File: src/rtl/or_line_arbiter_if.sv
// ---------------------------------------------------------------------------
// or_line_arbiter_if
// Bundles the signals between the requesters and the shared-line arbiter.
//   en      : arbitration enable (requester side -> arbiter)
//   req     : request vector, bit i = requester i
//   din     : data bit per requester
//   gnt     : one-hot grant or all zero
//   out     : shared line, OR of din gated by gnt
//   owner   : index of the current/last granted requester
//   busy    : a grant is active
//   timeout : one-cycle pulse on forced release
// Modports: master = requester side, slave = arbiter.
// ---------------------------------------------------------------------------
interface or_line_arbiter_if #(
    parameter int N = 4
);
    logic                   en;
    logic [N-1:0]           req;
    logic [N-1:0]           din;
    logic [N-1:0]           gnt;
    logic                   out;
    logic [$clog2(N)-1:0]   owner;
    logic                   busy;
    logic                   timeout;

    modport master (
        output en, req, din,
        input  gnt, out, owner, busy, timeout
    );

    modport slave (
        input  en, req, din,
        output gnt, out, owner, busy, timeout
    );
endinterface

File: src/rtl/or_line_arbiter.sv
// ---------------------------------------------------------------------------
// or_line_arbiter
// Round-robin arbiter giving exclusive ownership of one shared single-bit
// line to one of N requesters, with an optional bounded hold time.
// Ports:
//   clk   : rising-edge clock
//   rst_n : asynchronous, active-low reset
//   bus   : or_line_arbiter_if.slave (en, req, din in; gnt, out, owner,
//           busy, timeout out)
// Parameters:
//   N        : number of requesters (>= 2)
//   MAX_HOLD : max consecutive grant cycles before forced release, 0 = none
// ---------------------------------------------------------------------------
module or_line_arbiter #(
    parameter int N        = 4,
    parameter int MAX_HOLD = 8
) (
    input  logic               clk,
    input  logic               rst_n,
    or_line_arbiter_if.slave   bus
);
    localparam int IDX_W = $clog2(N);
    localparam int CNT_W = (MAX_HOLD > 0) ? $clog2(MAX_HOLD + 1) : 1;
    // Counter value seen at the edge that ends the MAX_HOLD-th grant cycle
    // (the counter starts at 0 during the first grant cycle).
    localparam logic [CNT_W-1:0] HOLD_LAST = CNT_W'((MAX_HOLD > 0) ? MAX_HOLD - 1 : 0);

    typedef enum logic {IDLE, GRANT} state_t;

    state_t             state;
    logic [IDX_W-1:0]   ptr;
    logic [CNT_W-1:0]   cnt;
    logic [N-1:0]       gnt_q;
    logic [IDX_W-1:0]   owner_q;
    logic               busy_q;
    logic               timeout_q;
    logic [IDX_W-1:0]   pick;

    // First requester at or above the pointer, wrapping modulo N. The loop
    // walks downward in priority so the nearest match is written last.
    function automatic logic [IDX_W-1:0] rr_pick(input logic [N-1:0] r,
                                                 input logic [IDX_W-1:0] p);
        logic [IDX_W-1:0] sel;
        int               idx;
        sel = p;
        for (int k = N - 1; k >= 0; k--) begin
            idx = (int'(p) + k) % N;
            if (r[idx]) sel = IDX_W'(idx);
        end
        return sel;
    endfunction

    function automatic logic [IDX_W-1:0] next_idx(input logic [IDX_W-1:0] i);
        return IDX_W'((int'(i) + 1) % N);
    endfunction

    assign pick = rr_pick(bus.req, ptr);

    always_ff @(posedge clk or negedge rst_n) begin
        if (!rst_n) begin
            state     <= IDLE;
            ptr       <= '0;
            cnt       <= '0;
            gnt_q     <= '0;
            owner_q   <= '0;
            busy_q    <= 1'b0;
            timeout_q <= 1'b0;
        end else begin
            timeout_q <= 1'b0;
            case (state)
                IDLE: begin
                    // Returning through IDLE guarantees a gnt=0 cycle
                    // between any two grants.
                    if (bus.en && (|bus.req)) begin
                        gnt_q   <= N'(1) << pick;
                        owner_q <= pick;
                        busy_q  <= 1'b1;
                        cnt     <= '0;
                        state   <= GRANT;
                    end
                end
                GRANT: begin
                    // Normal release wins over a coincident timeout.
                    if (!bus.req[owner_q]) begin
                        gnt_q  <= '0;
                        busy_q <= 1'b0;
                        ptr    <= next_idx(owner_q);
                        state  <= IDLE;
                    end else if ((MAX_HOLD > 0) && (cnt == HOLD_LAST)) begin
                        gnt_q     <= '0;
                        busy_q    <= 1'b0;
                        ptr       <= next_idx(owner_q);
                        timeout_q <= 1'b1;
                        state     <= IDLE;
                    end else if (cnt != '1) begin
                        cnt <= cnt + 1'b1;
                    end
                end
                default: state <= IDLE;
            endcase
        end
    end

    assign bus.gnt     = gnt_q;
    assign bus.owner   = owner_q;
    assign bus.busy    = busy_q;
    assign bus.timeout = timeout_q;
    // Unregistered so the line tracks the owner's data within the cycle.
    assign bus.out     = |(bus.din & gnt_q);
endmodule

File: src/flat_wrapper.sv
// flat-port wrapper written by rule: the top's interface ports become plain ports
module or_line_arbiter_flat 
#(
    parameter int N        = 4,
    parameter int MAX_HOLD = 8
)
  (clk, rst_n, bus_en, bus_req, bus_din, bus_gnt, bus_out, bus_owner, bus_busy, bus_timeout);
  or_line_arbiter_if #(.N(N)) bus_i ();
  input  logic clk;
  input  logic rst_n;
  input wire logic [$bits(bus_i.en)-1:0] bus_en;
  input wire logic [$bits(bus_i.req)-1:0] bus_req;
  input wire logic [$bits(bus_i.din)-1:0] bus_din;
  output wire logic [$bits(bus_i.gnt)-1:0] bus_gnt;
  output wire logic [$bits(bus_i.out)-1:0] bus_out;
  output wire logic [$bits(bus_i.owner)-1:0] bus_owner;
  output wire logic [$bits(bus_i.busy)-1:0] bus_busy;
  output wire logic [$bits(bus_i.timeout)-1:0] bus_timeout;
  assign bus_i.en = bus_en;
  assign bus_i.req = bus_req;
  assign bus_i.din = bus_din;
  assign bus_gnt = bus_i.gnt;
  assign bus_out = bus_i.out;
  assign bus_owner = bus_i.owner;
  assign bus_busy = bus_i.busy;
  assign bus_timeout = bus_i.timeout;
  or_line_arbiter #(.N(N), .MAX_HOLD(MAX_HOLD)) u_core (.clk(clk), .rst_n(rst_n), .bus(bus_i));
endmodule
File: config.mk
export PLATFORM = sky130hd
export DESIGN_NAME = or_line_arbiter_flat
export DESIGN_NICKNAME = d
export VERILOG_FILES = /design/src/rtl/or_line_arbiter_if.sv /design/src/rtl/or_line_arbiter.sv /design/src/flat_wrapper.sv
export SDC_FILE = /design/constraint.sdc
export NUM_CORES = 1
export LEC_CHECK = 0
export CAP_MARGIN = 10
export CORE_MARGIN = 2
export CORE_UTILIZATION = 45
export DETAILED_ROUTE_END_ITERATION = 7
export GPL_ROUTABILITY_DRIVEN = 0
export GPL_TIMING_DRIVEN = 0
export PLACE_DENSITY = 0.74
export RECOVER_POWER = 50
export SLEW_MARGIN = 20
export SYNTH_ARGS = -nofsm -noshare
export SYNTH_HDL_FRONTEND = slang
export SYNTH_SLANG_ARGS = --single-unit
export TNS_END_PERCENT = 10
File: constraint.sdc
create_clock -name clk -period 1.9 [get_ports clk]
set_input_delay 0.38 -clock clk [delete_from_list [all_inputs] [get_ports clk]]
set_output_delay 0.38 -clock clk [all_outputs]
set_load 0.02 [all_outputs]
==> impl_metrics.py, run 1 <==
metrics = {
    "status": {
        "outcome": "complete, no violations",
    },
    "setup_path": {
        "arrival_ns": 2.04,
        "crit_required_ns": 2.09,
        "cpLargestDelayFamily": "simple AND/OR/NAND/NOR gates",
        "path_cells": "clkdlybuf4s50_1 > or4_1 > and3b_1 > buf_6 > mux2_4",
        "slowest_stage": "or4_1",
        "crit_type": "input pin to flop",
        "endpoint_kind": "flop",
        "crit_buf_inv": 2,
        "crit_path_start_kind": "input pin",
        "cpPeakStageDelay_ns": 0.54,
        "cp_max_fo": 8,
    },
    "grt": {
        "grt_max_degree": 16,
        "grt.total_usage_pct": 19.1,
        "grt-ovfl-total": 0,
        "grt_pass1_wl_um": 2790,
        "grt_pass1_vias": 621,
        "antenna_found_initial": 0,
    },
    "cells_and_area": {
        "mostFrequentLayoutCells": "dfrtp_1, clkdlybuf4s50_1, nand2_1",
        "final_common_cell": "dfrtp_1",
        "drive_gt1_share_pct": 11.3,
        "syn2layout_area_growth_pct": 32.0,
        "n_antenna_cell": 0,
        "seq_area_sq_um": 375,
        "instances_no_fill": 122,
        "nets": 110,
        "multi_input_area_sq_um": 418,
        "nFillCells": 159,
    },
    "floorplan": {
        "core_sq_um": 1710,
        "initial_core_util_pct": 46.9,
        "dieWidth_um": 46.2,
        "die_area_sq_um": 2130,
        "fp.dieH_um": 46.2,
        "rows": 15,
        "io_pins": 20,
    },
    "synthesis": {
        "postSynthAreaPerCell_sq_um": 10.8,
        "ys_warn_count": 0,
        "syn_nets": 86,
        "ys_ff_latch": 15,
        "ys_seq_area_share_pct": 46.9,
        "synthCells": 74,
        "synth-edff-count": 0,
        "netlist_area_sq_um": 801,
        "ys.flop_type": "dfrtp_1",
        "synth-async-reset-ratio_pct": 100,
        "synth_cell_types": 35,
    },
    "timing": {
        "relSlewSlack_pct": 54.2,
        "finalCritPeriodShare_pct": 97.1,
        "finalCriticalPeriod_ns": 1.84,
        "grt_setup_unrepaired": "false",
        "worst-slew-pin-transition_ns": 0.685,
        "hold_viol": 0,
        "fmax_ghz": 0.542,
        "setup_viol": 0,
        "finClkSkew_ns": 0.00664,
        "drv_slew": 0,
        "setup_tns_ns": 0,
    },
    "detailed_routing": {
        "routed_wl_um": 1650,
        "drcViolationCount": 0,
        "drt_iter0_drc": 10,
        "vias": 669,
        "wl_per_cell_um": 13.5,
        "firstDrtPassIters": 4,
        "vias_per_cell": 5.48,
        "antenna_left": 0,
    },
    "flow_run": {
        "maxCapViolCount": 0,
    },
    "power_and_ir_drop": {
        "power.leakage_nw": 0.475,
        "irDropWorstVdd_v": 0.000823,
        "power.total_mw": 1.54,
        "p_per_area_nw_per_um2": 1450,
    },
    "placement": {
        "port_buffers": 19,
        "dpl.cell_count": 118,
        "dp_hpwl_um": 1210,
    },
    "clock_network": {
        "clk_latency_ns": 0.30,
        "cts_inserted_buffers": 3,
        "root_buffer": "clkbuf_4",
        "cts_tree": "built",
        "h-tree-depth": 1,
        "clk_path_buf_depth": 2,
        "cts.clk_slew.worst_paths_ns": 0.09,
        "post_cts_buffers": 0,
        "clock-sinks": 15,
    },
    "worst_hold_path": {
        "min_path_type": "flop to flop",
    },
}
## final timing paths
kind / to / cells past startpoint / from / slack, ns
worst max-delay path: u_core.bus.owner[1] / 5 / bus_req[2] / 0.06
worst min-delay path: u_core.bus.busy / 2 / u_core.bus.busy / 0.51
worst max register to register: u_core.bus.gnt[2] / 4 / u_core.bus.owner[0] / 0.20
worst min register to register: u_core.bus.busy / 2 / u_core.bus.busy / 0.51
max in group asynchronous: u_core.bus.busy / 1 / rst_n / 0.90
min in group asynchronous: u_core.bus.owner[1] / 1 / rst_n / 0.56
## cell usage after synthesis, types with 2 or more instances
library cell | n | share of area (%)
o21ai_0 | 2 | 1.3
nand3b_1 | 2 | 1.9
nor2_1 | 6 | 2.8
dfrtp_1 | 15 | 47
a32o_1 | 2 | 2.5
a22oi_1 | 2 | 1.9
nor2b_1 | 4 | 3.1
a21oi_1 | 3 | 1.9
nand2_1 | 11 | 5.2
mux2i_1 | 2 | 2.5
## area by class of cell
cell class	instances	share of cell area [%]
plain buffers	1	1.07
clock buffers	4	2.49
inverters	1	0.355
well taps	25	2.96
flip-flops and latches	15	35.5
repair buffers	19	18.1
multi-input cells	57	39.5
## registers in the layout, indices dropped and copies added (netlist names)
name / cells
u_core.bus.owner: 2
u_core.bus.timeout: 1
u_core.bus.gnt: 4
u_core.cnt: 4
u_core.bus.busy: 1
u_core.state: 1
u_core.ptr: 2
## routing by layer
layer / up-vias / GRT usage, % / share of wire (%)
li1: 319 / - / -
met1: 325 / 27.4 / 45
met2: 22 / 26.7 / 47
met3: 3 / 5.10 / 5.7
met4: 0 / 8.57 / 2.1
met5: - / 0 / 0
## cell families (layout without fill, tap and decap cells)
logic type               Yosys count  count (layout)  synth area share (%)
buffers and inverters              2              25                  1.87
multiplexers                       4               4                  7.19
AND/OR/NAND/NOR                   33              33                  22.8
XOR/XNOR                           2               2                  2.19
flip-flops                        15              15                  46.9
adder cells (fa/ha/maj)            1               1                  1.56
AO/OA/AOI/OAI                     17              17                  17.5
## power breakdown
group | switching, mW | internal, mW
clock network | 0.111 | 0.0819
logic | 0.388 | 0.390
registers | 0.122 | 0.444
## metrics by stage
stage | utilization, % | setup WS (ns) | hold slack (ns) | area (sq um)
after detailed placement | 59.9 | -0.334 | 0.507 | 1020
after global placement | 59.9 | -0.321 | 0.495 | 1020
after CTS | 61.8 | 0.00535 | 0.511 | 1050
final | 61.9 | 0.0554 | 0.510 | 1060
after floorplan | - | 0.153 | 0.0844 | 801
after global routing | 61.9 | 0.00420 | 0.560 | 1060
## worst register-to-register path, delay by kind of cell, from the launching register on
kind	cells	cell delay [ns]
multiplexers	1	0.59
AO/OA/AOI/OAI	2	0.49
flip-flops	1	0.45
AND/OR/NAND/NOR	1	0.06
## what timing repair did
item / in CTS / in global routing
setup endpoints to repair: 3 / 4
hold endpoints to repair: 0 / 0
hold buffers: 0 / 0
pin swaps: 0 / 1
resized for setup: 2 / 1
Note: power is estimated with default switching activity, not from simulation.
==> run 2: changes to the inputs <==
--- a/config.mk
+++ b/config.mk
@@ -7,11 +7,11 @@
 export LEC_CHECK = 0
 export CAP_MARGIN = 10
 export CORE_MARGIN = 2
-export CORE_UTILIZATION = 45
+export CORE_UTILIZATION = 47
 export DETAILED_ROUTE_END_ITERATION = 7
 export GPL_ROUTABILITY_DRIVEN = 0
 export GPL_TIMING_DRIVEN = 0
-export PLACE_DENSITY = 0.74
+export PLACE_DENSITY = 0.77
 export RECOVER_POWER = 50
 export SLEW_MARGIN = 20
 export SYNTH_ARGS = -nofsm -noshare
==> run 2 against run 1 <==
Against the previous run:
- sequential share of layout area rose by 0.25 points
- clock power fell by 3%
- combinational power barely moved
- register-to-register slack barely moved
- fmax rose by 0.46%
- design area fell by 0.71%
- critical path depth did not move
==> impl_metrics.py, run 2 (same netlist as run 1, synthesis figures left out) <==
metrics = {
    "flow_run": {
        "maxCapViolCount": 0,
    },
    "worst_hold_path": {
        "min-delay-start": "u_core.bus.busy",
        "holdPathEnd": "u_core.bus.busy",
        "min_path_type": "flop to flop",
        "holdPathStages": 2,
    },
    "power_and_ir_drop": {
        "p_per_area_nw_per_um2": 1460,
        "power.total_mw": 1.53,
        "power.leakage_nw": 0.481,
        "irDropWorstVdd_v": 0.000781,
    },
    "timing": {
        "relSlewSlack_pct": 54.3,
        "finalCriticalPeriod_ns": 1.84,
        "hold_viol": 0,
        "drv_slew": 0,
        "layout_setup_ws_ns": 0.0639,
        "finalCritPeriodShare_pct": 96.6,
        "setup_viol": 0,
        "finClkSkew_ns": 0.00284,
        "grt_setup_unrepaired": "false",
        "fmax_ghz": 0.545,
        "worst-slew-pin-transition_ns": 0.683,
    },
    "detailed_routing": {
        "firstDrtPassIters": 4,
        "antenna_left": 0,
        "drt_iter0_drc": 18,
        "drcViolationCount": 0,
        "wl_per_cell_um": 14.1,
        "vias_per_cell": 5.66,
        "routed_wl_um": 1600,
        "vias": 640,
    },
    "setup_path": {
        "cp_max_fo": 8,
        "reg2reg_from": "u_core.bus.owner[0]",
        "r2r-end": "u_core.bus.gnt[2]",
        "crit_required_ns": 2.08,
        "cpLargestDelayFamily": "simple AND/OR/NAND/NOR gates",
        "path_cells": "clkdlybuf4s50_1 > or4_4 > and3b_1 > buf_6 > mux2_4",
        "crit_buf_inv": 2,
        "crit_path_start_kind": "input pin",
        "arrival_ns": 2.01,
        "endpoint_kind": "flop",
        "reg2regPathDepth": 4,
        "crit_start": "bus_req[0]",
        "regToRegSetupSlack_ns": 0.21,
        "crit_type": "input pin to flop",
        "cpPeakStageDelay_ns": 0.51,
        "slowest_stage": "or4_4",
    },
    "clock_network": {
        "cts.clk_slew.worst_paths_ns": 0.10,
        "post_cts_buffers": 0,
        "cts_inserted_buffers": 3,
        "cts_tree": "built",
        "clk_latency_ns": 0.28,
        "root_buffer": "clkbuf_4",
        "clk_path_buf_depth": 2,
        "h-tree-depth": 1,
        "cts_hold_buffers": 0,
        "clock-sinks": 15,
    },
    "placement": {
        "dp_hpwl_um": 1190,
        "place_area_sq_um": 1010,
        "port_buffers": 19,
        "pre_cts_ws_ns": -0.335,
        "dpl.cell_count": 109,
    },
    "status": {
        "outcome": "complete, no violations",
    },
    "grt": {
        "grt.total_usage_pct": 18.5,
        "grt_pass1_wl_um": 2720,
        "grt_pass1_vias": 632,
        "antenna_found_initial": 0,
        "grt-ovfl-total": 0,
        "grt_max_degree": 16,
    },
    "cells_and_area": {
        "drive_gt1_share_pct": 13.4,
        "mostFrequentLayoutCells": "dfrtp_1, clkdlybuf4s50_1, nand2_1",
        "n_antenna_cell": 0,
        "syn2layout_area_growth_pct": 31.1,
        "seq_area_sq_um": 375,
        "nFillCells": 124,
        "post-route-cell-area_sq_um": 1050,
        "final_util_pct": 67.3,
        "final_common_cell": "dfrtp_1",
        "nets": 110,
        "instances_no_fill": 113,
        "multi_input_area_sq_um": 422,
    },
    "floorplan": {
        "rows": 14,
        "io_pins": 20,
        "initial_core_util_pct": 51.4,
        "fp.dieH_um": 45.3,
        "dieWidth_um": 45.3,
        "core_sq_um": 1560,
        "die_area_sq_um": 2050,
    },
}
## run 2: worst register-to-register path, delay by kind of cell (launching register included)
kind / cells / cell delay (ns)
simple gates: 1 / 0.06
compound gates: 2 / 0.49
mux: 1 / 0.59
flops: 1 / 0.45
## run 2: power breakdown
group          switching, mW  leakage (nW)  internal [mW]
registers              0.123         0.190          0.444
logic                  0.387         0.273          0.390
clock network          0.108        0.0177         0.0781
total                  0.618         0.481          0.912
## run 2: layer usage
metal	track usage, %	up-vias	wire [um]
li1	-	319	-
met1	25.6	301	761
met2	30.0	20	762
met3	2.80	0	75
met4	5.29	0	0
met5	0	-	0
## run 2: how the worst max path moves through the flow
stage	to	slack [ns]	cells past startpoint
5_1_grt	u_core.bus.gnt[2]	0.01	5
3_3_place_gp	u_core.bus.owner[1]	-0.32	5
2_1_floorplan	u_core.bus.gnt[2]	0.15	4
3_5_place_dp	u_core.bus.owner[1]	-0.33	5
4_1_cts	u_core.bus.owner[1]	0.05	5
6_report	u_core.bus.owner[1]	0.06	5
## run 2: repair_timing
| action | CTS | global route |
|---|---|---|
| resized for setup | 3 | 2 |
| pin swaps | 0 | 1 |
| setup endpoints to repair | 4 | 2 |
## run 2: layout make-up
class                           instances  share of cell area (%)
Timing Repair Buffer                   19                    18.1
Clock buffer                            3                    2.15
Buffer                                  1                    1.07
Clock inverter                          1                   0.477
Multi-Input combinational cell         57                    40.2
Sequential cell                        15                    35.8
Inverter                                1                   0.358
Tap cell                               16                    1.91
## run 2: through the flow
stage                     setup TNS, ns  hold WS, ns
final                                 0        0.512
after global placement            -2.70        0.493
after CTS                             0        0.519
after floorplan                       0       0.0844
after detailed placement          -2.97        0.505
after global routing                  0        0.541
